[config.mk]
export PLATFORM = sky130hd
export DESIGN_NAME = reg_writeback
export DESIGN_NICKNAME = d
export VERILOG_FILES = /design/src/rtl/reg_writeback.sv
export SDC_FILE = /design/constraint.sdc
export NUM_CORES = 1
export LEC_CHECK = 0
export BUFFER_PORTS_ARGS = -buffer_cell sky130_fd_sc_hd__buf_2
export CORE_ASPECT_RATIO = 1.2
export CORE_UTILIZATION = 43
export DETAILED_ROUTE_END_ITERATION = 16
export SYNTH_ARGS = -nofsm -noshare
export SYNTH_HDL_FRONTEND = slang
export SYNTH_SLANG_ARGS = --single-unit
export TNS_END_PERCENT = 50
[constraint.sdc]
create_clock -name clk -period 5.6 [get_ports clk]
set_input_delay 1.12 -clock clk [delete_from_list [all_inputs] [get_ports clk]]
set_output_delay 1.12 -clock clk [all_outputs]
set_load 0.02 [all_outputs]
[src/rtl/reg_writeback.sv]
// rtl/reg_writeback.sv - merges ALU results and buffered load returns into one register-file write per cycle
module reg_writeback #(
  parameter int DATA_W     = 16,
  parameter int FLAG_W     = 5,
  parameter int DEPTH      = 4,
  parameter int STARVE_MAX = 8
) (
  input  logic              clk,
  input  logic              reset,
  input  logic              alu_valid,
  input  logic [3:0]        alu_addr,
  input  logic [DATA_W-1:0] alu_data,
  input  logic              alu_fvalid,
  input  logic [FLAG_W-1:0] alu_flags,
  output logic              alu_stall,
  input  logic              ld_valid,
  output logic              ld_ready,
  input  logic [3:0]        ld_addr,
  input  logic [DATA_W-1:0] ld_data,
  output logic [DATA_W-1:0] wb_data,
  output logic [15:0]       wb_enable,
  output logic [FLAG_W-1:0] wb_flags,
  output logic              wb_flags_en,
  output logic [15:0]       pend_mask,
  output logic              err
);
  localparam int PW = $clog2(DEPTH);
  localparam int CW = $clog2(DEPTH + 1);
  localparam int SW = $clog2(STARVE_MAX + 1);

  logic [3:0]        fifo_addr [DEPTH];
  logic [DATA_W-1:0] fifo_data [DEPTH];
  logic [DEPTH-1:0]  live, live_nxt;
  logic [PW-1:0]     rd_ptr, wr_ptr;
  logic [CW-1:0]     count;
  logic [SW-1:0]     starve, starve_nxt;
  logic              alu_acc, ld_acc, fifo_ne, do_pop;

  assign ld_ready = (count != CW'(DEPTH));

  always_comb begin
    alu_acc  = alu_valid & ~alu_stall;
    ld_acc   = ld_valid & ld_ready;
    fifo_ne  = (count != '0);
    // A stalled ALU is never accepted, so the forced pop and the idle pop collapse here.
    do_pop   = fifo_ne & ~alu_acc;
    starve_nxt = '0;
    if (fifo_ne && !do_pop) starve_nxt = starve + SW'(1);
    live_nxt = live;
    for (int i = 0; i < DEPTH; i++) begin
      if (alu_acc && (fifo_addr[i] == alu_addr)) live_nxt[i] = 1'b0;
    end
    if (do_pop) live_nxt[rd_ptr] = 1'b0;
    if (ld_acc) live_nxt[wr_ptr] = 1'b1;
    pend_mask = '0;
    for (int i = 0; i < DEPTH; i++) begin
      if (live[i]) pend_mask[fifo_addr[i]] = 1'b1;
    end
  end

  always_ff @(posedge clk) begin
    if (ld_acc) begin
      fifo_addr[wr_ptr] <= ld_addr;
      fifo_data[wr_ptr] <= ld_data;
    end
  end

  always_ff @(posedge clk) begin
    if (!reset) begin
      live        <= '0;
      rd_ptr      <= '0;
      wr_ptr      <= '0;
      count       <= '0;
      starve      <= '0;
      alu_stall   <= 1'b0;
      wb_data     <= '0;
      wb_enable   <= '0;
      wb_flags    <= '0;
      wb_flags_en <= 1'b0;
      err         <= 1'b0;
    end else begin
      wb_data   <= '0;
      wb_enable <= '0;
      if (alu_acc) begin
        wb_enable <= 16'h0001 << alu_addr;
        wb_data   <= alu_data;
      end else if (do_pop && live[rd_ptr]) begin
        wb_enable <= 16'h0001 << fifo_addr[rd_ptr];
        wb_data   <= fifo_data[rd_ptr];
      end
      wb_flags_en <= alu_fvalid & ~alu_stall;
      wb_flags    <= (alu_fvalid & ~alu_stall) ? alu_flags : '0;
      live <= live_nxt;
      if (do_pop) rd_ptr <= rd_ptr + PW'(1);
      if (ld_acc) wr_ptr <= wr_ptr + PW'(1);
      if (ld_acc && !do_pop) count <= count + CW'(1);
      else if (!ld_acc && do_pop) count <= count - CW'(1);
      starve    <= starve_nxt;
      alu_stall <= (starve_nxt == SW'(STARVE_MAX));
      if (alu_valid && alu_stall) err <= 1'b1;
    end
  end
endmodule

==> results of run 1 <==
## layer usage
| metal | vias up | GRT usage | part of all wire |
|---|---|---|---|
| li1 | 1825 | - | - |
| met1 | 1902 | 0.239 | 0.43 |
| met4 | 2 | 0.0902 | 0.014 |
| met2 | 141 | 0.327 | 0.50 |
| met3 | 14 | 0.0594 | 0.057 |
| met5 | - | 0 | 0.00075 |
## worst register-to-register path: cells and delay by family, from the launching register on
family	cells	cell delay, ns
flip-flops	1	0.36
XOR/XNOR	1	0.16
AO/OA/AOI/OAI	1	0.17
buffers and inverters	1	0.06
AND/OR/NAND/NOR	3	1.00
adder cells (fa/ha/maj)	2	0.59
## final cells by class
cell class | count | area share
inverters | 8 | 0.00426
clock inverters | 11 | 0.0108
multi-input cells | 242 | 0.299
well taps | 168 | 0.0298
clock buffers | 21 | 0.0718
flip-flops and latches | 137 | 0.503
repair buffers | 112 | 0.0817
## registers in the layout, summed over array words and instances (netlist names), named ones only
| register | flops |
|---|---|
| wb_flags | 5 |
| err | 1 |
| wr_ptr | 2 |
| rd_ptr | 2 |
| starve | 4 |
| wb_flags_en | 1 |
| alu_stall | 1 |
| live | 4 |
| count | 3 |
| fifo_data | 64 |
| wb_enable | 16 |
| fifo_addr | 16 |
| wb_data | 16 |
## final timing paths
path / from / end / slack (ns)
max: fifo_addr[2][0] / pend_mask[8] / 2.46
max reg2reg: count[0] / count[2] / 3.17
min: starve[0] / starve[0] / 0.47
min reg2reg: starve[0] / starve[0] / 0.47
## cells in the final DEF, fill, tap and decap left out, types with 11 or more instances in the layout
master / netlist / routed
sky130_fd_sc_hd__buf_2: 3 / 106
sky130_fd_sc_hd__a32o_1: 16 / 16
sky130_fd_sc_hd__dfxtp_1: 57 / 57
sky130_fd_sc_hd__o22ai_1: 16 / 16
sky130_fd_sc_hd__nor2_1: 14 / 14
sky130_fd_sc_hd__edfxtp_1: 80 / 80
sky130_fd_sc_hd__nand3_1: 19 / 19
sky130_fd_sc_hd__nand2_1: 16 / 16
sky130_fd_sc_hd__and2_1: 13 / 13
sky130_fd_sc_hd__nand3b_1: 11 / 11
sky130_fd_sc_hd__xnor2_1: 16 / 16
sky130_fd_sc_hd__clkbuf_16: 0 / 20
sky130_fd_sc_hd__mux4_2: 14 / 14
## power breakdown
group / switching (mW) / internal (mW) / total [mW] / leakage [nW]
clock network: 0.423 / 0.650 / 1.07 / 0.297
logic: 0.295 / 0.256 / 0.552 / 1.20
registers: 0.0790 / 1.18 / 1.26 / 1.20
## cell usage after synthesis (2+ instances only)
cell                         n  area (sq um)
sky130_fd_sc_hd__a221o_1     2          20.0
sky130_fd_sc_hd__nand2_1    16          60.1
sky130_fd_sc_hd__nand2b_1    5          31.3
sky130_fd_sc_hd__or3_1       2          12.5
sky130_fd_sc_hd__o211ai_1    3          22.5
sky130_fd_sc_hd__nor2b_1     7          43.8
sky130_fd_sc_hd__o21a_1      4          30.0
sky130_fd_sc_hd__a21boi_1    2          15.0
sky130_fd_sc_hd__and2_1     13          81.3
sky130_fd_sc_hd__and3b_1     3          26.3
sky130_fd_sc_hd__inv_1       8          30.0
sky130_fd_sc_hd__o22ai_1    16           100
sky130_fd_sc_hd__o221ai_1   10          87.6
sky130_fd_sc_hd__nor2_1     14          52.6
sky130_fd_sc_hd__dfxtp_1    57          1140
sky130_fd_sc_hd__o311a_1     4          40.0
sky130_fd_sc_hd__nand3_1    19          95.1
sky130_fd_sc_hd__clkbuf_1   19          71.3
sky130_fd_sc_hd__nand3b_1   11          82.6
sky130_fd_sc_hd__edfxtp_1   80          2400
sky130_fd_sc_hd__o21ai_0     2          10.0
sky130_fd_sc_hd__buf_2       3          15.0
sky130_fd_sc_hd__xor2_1      6          52.6
sky130_fd_sc_hd__a31oi_1     3          18.8
sky130_fd_sc_hd__and3_1      4          25.0
sky130_fd_sc_hd__mux4_2     14           315
sky130_fd_sc_hd__a21oi_1     6          30.0
sky130_fd_sc_hd__xnor2_1    16           140
sky130_fd_sc_hd__mux2i_1     2          20.0
sky130_fd_sc_hd__mux4_1      7           184
sky130_fd_sc_hd__a2bb2oi_1   3          26.3
sky130_fd_sc_hd__or3b_2      2          17.5
sky130_fd_sc_hd__buf_6       3          33.8
sky130_fd_sc_hd__ha_1       10           125
sky130_fd_sc_hd__nor3b_1     4          30.0
sky130_fd_sc_hd__a32o_1     16           160
sky130_fd_sc_hd__or2_2       3          18.8
## kinds of logic after synthesis
family / after synthesis / share of synthesized area
mux: 23 / 0.0896
xor+xnor: 22 / 0.0332
fa+ha+maj: 11 / 0.0250
flops: 137 / 0.611
simple gates: 109 / 0.109
compound gates: 77 / 0.106
buf+inv: 33 / 0.0259
## through the flow
stage	hold WS (ns)	std cells	util
floorplan	0.426	412	-
global placement	0.435	667	0.490
detailed placement	0.459	667	0.490
CTS	0.474	699	0.534
global route	0.493	699	0.534
finish	0.469	699	0.534
==> impl_results.rst, run 1 <==
.. list-table::
   :header-rows: 1

   * - Metric
     - Value
   * - Die width
     - 108 microns
   * - Pin count of the biggest net entering global routing
     - 36
   * - Final cell area excluding filler cells
     - 0.00704 sq mm
   * - Final number of max-transition violations
     - 0
   * - TritonCTS sink count
     - 137
   * - Clk Latency, worst-skew pair
     - 0.41 ns
   * - Die footprint
     - 0.0140 sq mm
   * - Max Clock Freq
     - 0.319 GHz
   * - Placed Instance Area
     - 0.00646 sq mm
   * - Post-route worst setup slack
     - 2.46 ns
   * - Relative area change from synthesis to final layout
     - 21.5%
   * - Worst Max-Slew Pin Slew
     - 1.08 ns
   * - Rel. slew slack
     - 0.276
   * - Core Area
     - 0.0132 sq mm
   * - Core Rows
     - 46
   * - Required time of the critical path
     - 4.48 ns
   * - Total power after layout
     - 2.88 mW
   * - Post-Route Setup TNS
     - 0 ns
   * - Gate count of the mapped netlist
     - 412
   * - Arrival time worst endpoint
     - 2.02 ns
   * - Count of cells along the worst register-to-register path
     - 8
   * - CTS tree
     - built
   * - Clock edge transition at the registers on the reported setup and hold paths
     - 0.06 ns
   * - HPWL after DPL
     - 8.98 mm
   * - CP Class
     - flop to output port
   * - Filler cell count
     - 1130
   * - Total routing resource utilization after global routing
     - 0.198
   * - Run status
     - finished, final reports clean
   * - Worst path top cell family by delay
     - simple AND/OR/NAND/NOR gates
   * - Number of flops mapped to enable cells by yosys
     - 80
   * - Syn Area/Cell
     - 14.1 sq um
   * - Number of nets in the layout
     - 579
   * - Post-synthesis sequential area ratio
     - 0.611
   * - Number of buffers inserted by post-CTS setup repair
     - 0
   * - Number of top-level pins
     - 107
   * - Kind of start point of the critical path
     - flop
   * - Residual DRC
     - 0
   * - Synth unique cells
     - 50
   * - Pleak
     - 2.69 nW
   * - Count of yosys warnings during synthesis
     - 0
   * - CTS Hold Buffers Added
     - 0
   * - Max_cap viols
     - 0
   * - Ordered cell list for the critical path
     - or3b_1 > nor3b_1 > a21oi_1 > o211ai_1 > buf_2
   * - Number of antenna-violating nets in the routed design
     - 0
   * - Setup repair after global routing missed its margin
     - no
   * - Count of buffering cells on the critical path with inverters included
     - 1
   * - Worst Skew
     - 0.0162 ns
   * - Number of hold violations in the final report
     - 0
   * - Number of buffers added on ports
     - 106
   * - Flip-flop cell with the highest count after synthesis
     - sky130_fd_sc_hd__edfxtp_1
   * - Number of DRC markers in iteration 0
     - 183
   * - TritonRoute pass-1 iters
     - 5
   * - Number of register bits inferred by synthesis
     - 137
   * - Library cell contributing the largest single delay on the critical path
     - sky130_fd_sc_hd__edfxtp_1
   * - Number of nets produced by synthesis
     - 473
   * - Per-cell routed wire length
     - 19.1 microns
   * - Proportion of layout cells with a drive suffix above 1
     - 0.311
   * - GRT overflow
     - 0
   * - Crit. path cell count
     - 5
   * - Initial antenna violation count
     - 2
   * - Largest driver fanout on the critical path
     - 8
   * - Via count
     - 3884
   * - Final RePlAce weighted congestion
     - 0.865
   * - N_diodes
     - 0
   * - Via-per-instance ratio
     - 5.56
   * - Wire length of the first global-routing pass
     - 20.3 mm
   * - Count of cells resized by post-cts repair
     - 0
   * - Max Root-Sink Buffers
     - 2
   * - CTS H-tree depth
     - 4
   * - Endpoint class of the critical path
     - output port
   * - Die height
     - 129 microns
   * - Starting Density
     - 0.440
   * - Place WS
     - 2.39 ns
   * - WL final
     - 13.3 mm
   * - Largest voltage drop on the vdd net
     - 0.203 mV
   * - Portion of the clock cycle consumed by the worst path in the final layout
     - 0.560
   * - Post-synthesis instance area
     - 0.00580 sq mm
   * - Cts bufs inserted
     - 17
   * - Number of global-route vias before repair
     - 3872
   * - Post-route minimum period
     - 3.14 ns
   * - FF+latch area
     - 0.00354 sq mm
   * - Area of the multi-input gates
     - 0.00210 sq mm
   * - Power density relative to cell area
     - 409 mW/mm^2
   * - Worst min-delay path category
     - flop to flop
   * - Final number of setup-violating endpoints
     - 0
   * - Root Buffer
     - sky130_fd_sc_hd__clkbuf_16
   * - Hold depth
     - 1
   * - Fraction of synthesis flops using an asynchronous set or reset pin
     - 0
   * - Slowest Stage Delay on Critical Path
     - 0.51 ns
Power figures use the tool's default switching activity.
==> run 2: changes to the inputs <==
Clock period 5.6 ns to 3.05 ns, I/O delays scaled along.
==> impl_results.rst, run 2 (synthesis gave the netlist of run 1 again) <==
.. list-table::
   :header-rows: 1

   * - Metric
     - Value
   * - Worst min-delay path category
     - primary input to flop
   * - Largest driver fanout on the critical path
     - 8 (unchanged)
   * - HPWL after DPL
     - 9.36 mm (+4.2%)
   * - Setup repair after global routing missed its margin
     - no
   * - CTS H-tree depth
     - 4 (unchanged)
   * - Max reg flops
     - 64 (unchanged)
   * - Rel. slew slack
     - 0.616 (+0.339)
   * - Number of DRC markers in iteration 0
     - 212 (+16%)
   * - Total routing resource utilization after global routing
     - 0.204 (+0.00564)
   * - Portion of the clock cycle consumed by the worst path in the final layout
     - 0.858
   * - Number of buffers added on ports
     - 106 (unchanged)
   * - Max Clock Freq
     - 0.382 GHz
   * - Initial antenna violation count
     - 2 (unchanged)
   * - Die height
     - 129 microns (unchanged)
   * - Via-per-instance ratio
     - 5.66 (+1.9%)
   * - Starting Density
     - 0.440 (unchanged)
   * - Via count
     - 3988 (+2.7%)
   * - Sw Share
     - 0.269 (-0.00775)
   * - Count of cells resized by post-cts repair
     - 0 (unchanged)
   * - Post-Route Setup TNS
     - 0 ns (unchanged)
   * - Number of hold violations in the final report
     - 0 (unchanged)
   * - Final number of max-transition violations
     - 0 (unchanged)
   * - Endpoint class of the critical path
     - output port
   * - Part of the total power dissipated in sequential elements
     - 0.442 (+0.006)
   * - Wire length of the first global-routing pass
     - 20.6 mm (+1.1%)
   * - WL final
     - 13.5 mm (+1.1%)
   * - Worst Skew
     - 0.00674 ns (-0.00943 ns)
   * - Leading cell type in the layout, fill and taps excluded
     - sky130_fd_sc_hd__buf_2
   * - Power density relative to cell area
     - 741 mW/mm^2 (+81%)
   * - GRT overflow
     - 0 (unchanged)
   * - Max_cap viols
     - 0 (unchanged)
   * - Relative area change from synthesis to final layout
     - 21.7%
   * - Post-route minimum period
     - 2.62 ns
   * - CTS Hold Buffers Added
     - 0 (unchanged)
   * - Proportion of layout cells with a drive suffix above 1
     - 0.310 (-0.000454)
   * - CP Class
     - flop to output port
   * - TritonCTS sink count
     - 137 (unchanged)
   * - Number of top-level pins
     - 107 (unchanged)
   * - Required time of the critical path
     - 2.44 ns (-2.04 ns)
   * - Pin count of the biggest net entering global routing
     - 29 (-19%)
   * - Number of buffers inserted by post-CTS setup repair
     - 0 (unchanged)
   * - Root Buffer
     - sky130_fd_sc_hd__clkbuf_16
   * - Power share of the clock group
     - 0.362 (-0.010)
   * - Core Area
     - 0.0132 sq mm (unchanged)
   * - Per-cell routed wire length
     - 19.1 microns (+0.34%)
   * - Commonest cells after routing, fill and taps aside
     - sky130_fd_sc_hd__buf_2 (106), sky130_fd_sc_hd__edfxtp_1 (80), sky130_fd_sc_hd__dfxtp_1 (57)
   * - Number of global-route vias before repair
     - 3883 (+0.28%)
   * - Clk Latency, worst-skew pair
     - 0.42 ns (about the same)
   * - Largest register by flop count
     - fifo_data
   * - Arrival time worst endpoint
     - 2.01 ns (about the same)
   * - Fraction of the core area covered by cells at the end of the flow
     - 0.535 (+0.000664)
   * - Number of antenna-violating nets in the routed design
     - 0 (unchanged)
   * - Die footprint
     - 0.0140 sq mm (unchanged)
   * - CTS tree
     - built
   * - Run status
     - finished, final reports clean
   * - P_int
     - 3.82 mW (+83%)
   * - TritonRoute pass-1 iters
     - 5 (unchanged)
   * - Final number of setup-violating endpoints
     - 0 (unchanged)
   * - Cts bufs inserted
     - 17 (unchanged)
   * - Core Rows
     - 46 (unchanged)
   * - Residual DRC
     - 0 (unchanged)
   * - Max Root-Sink Buffers
     - 2 (unchanged)
   * - Largest voltage drop on the vdd net
     - 0.503 mV (+150%)
   * - Pleak
     - 2.70 nW (+0.31%)
   * - Net switching power
     - 1.41 mW (+76%)
   * - Final RePlAce weighted congestion
     - 0.888 (+2.6%)
   * - Kind of start point of the critical path
     - flop
   * - Worst Max-Slew Pin Slew
     - 0.575 ns (-0.509 ns)
   * - Number of nets in the layout
     - 583 (+0.69%)
   * - Die width
     - 108 microns (unchanged)
   * - Clock edge transition at the registers on the reported setup and hold paths
     - 0.05 ns (about the same)
   * - Relative contribution of combinational cells to total power
     - 0.196 (+0.005)
run 2: cell count changes in the layout (fill, tap and decap cells not counted), sizes merged:
cell / change
clkbuf: +4
buf: +4
diode: +1
inv: -4
run 2: per-layer routing:
metal	wire length [microns]	vias to the layer above	global-route usage
met2	6690	176	0.332
met1	5270	1946	0.238
li1	-	1827	-
met4	503	2	0.0999
met3	983	37	0.0744
met5	8	-	0
run 2: power by group through the flow:
stage / Clock, mW / Sequential (mW) / Combinational, mW
6_report: 1.89 / 2.31 / 1.02
5_1_grt: 2.02 / 2.34 / 1.12
4_1_cts: 1.93 / 2.32 / 1.04
3_5_place_dp: 0 / 2.36 / 1.03
3_3_place_gp: 0 / 2.35 / 1.02
2_1_floorplan: 0 / 2.31 / 0.759
run 2: through the flow:
| step | power, mW | hold WS, ns | area, sq um | std cells | setup WS, ns |
|---|---|---|---|---|---|
| floorplan | 3.07 | 0.426 | 5800 | 412 | 0.769 |
| global placement | 3.37 | 0.446 | 6490 | 671 | 0.643 |
| detailed placement | 3.39 | 0.463 | 6490 | 671 | 0.570 |
| CTS | 5.29 | 0.375 | 7050 | 703 | 0.418 |
| global route | 5.48 | 0.378 | 7050 | 703 | 0.315 |
| finish | 5.23 | 0.391 | 7050 | 704 | 0.432 |
run 2: final timing paths:
| path | startpoint | end | slack (ns) | depth (start not counted) |
|---|---|---|---|---|
| setup / recovery | fifo_addr[2][0] | pend_mask[8] | 0.43 | 5 |
| hold / removal | alu_flags[0] | wb_flags[0] | 0.39 | 2 |
| setup reg to reg | count[0] | count[2] | 0.70 | 8 |
| hold reg to reg | starve[0] | starve[0] | 0.47 | 1 |
run 2: area by class of cell:
class	count	area, sq um
inverters	8	30.0
clock inverters	7	36.3
repair buffers	116	606
fillers	1138	6130
clock buffers	25	522
diodes	1	2.50
flip-flops and latches	137	3540
multi-input cells	242	2100
well taps	168	210
run 2: critical path, cell delays in order, from the launching register on:
cell and delay (ns):
sky130_fd_sc_hd__edfxtp_1 0.51, sky130_fd_sc_hd__or3b_1 0.49, sky130_fd_sc_hd__nor3b_1 0.22, sky130_fd_sc_hd__a21oi_1 0.06, sky130_fd_sc_hd__o211ai_1 0.12, sky130_fd_sc_hd__buf_2 0.20
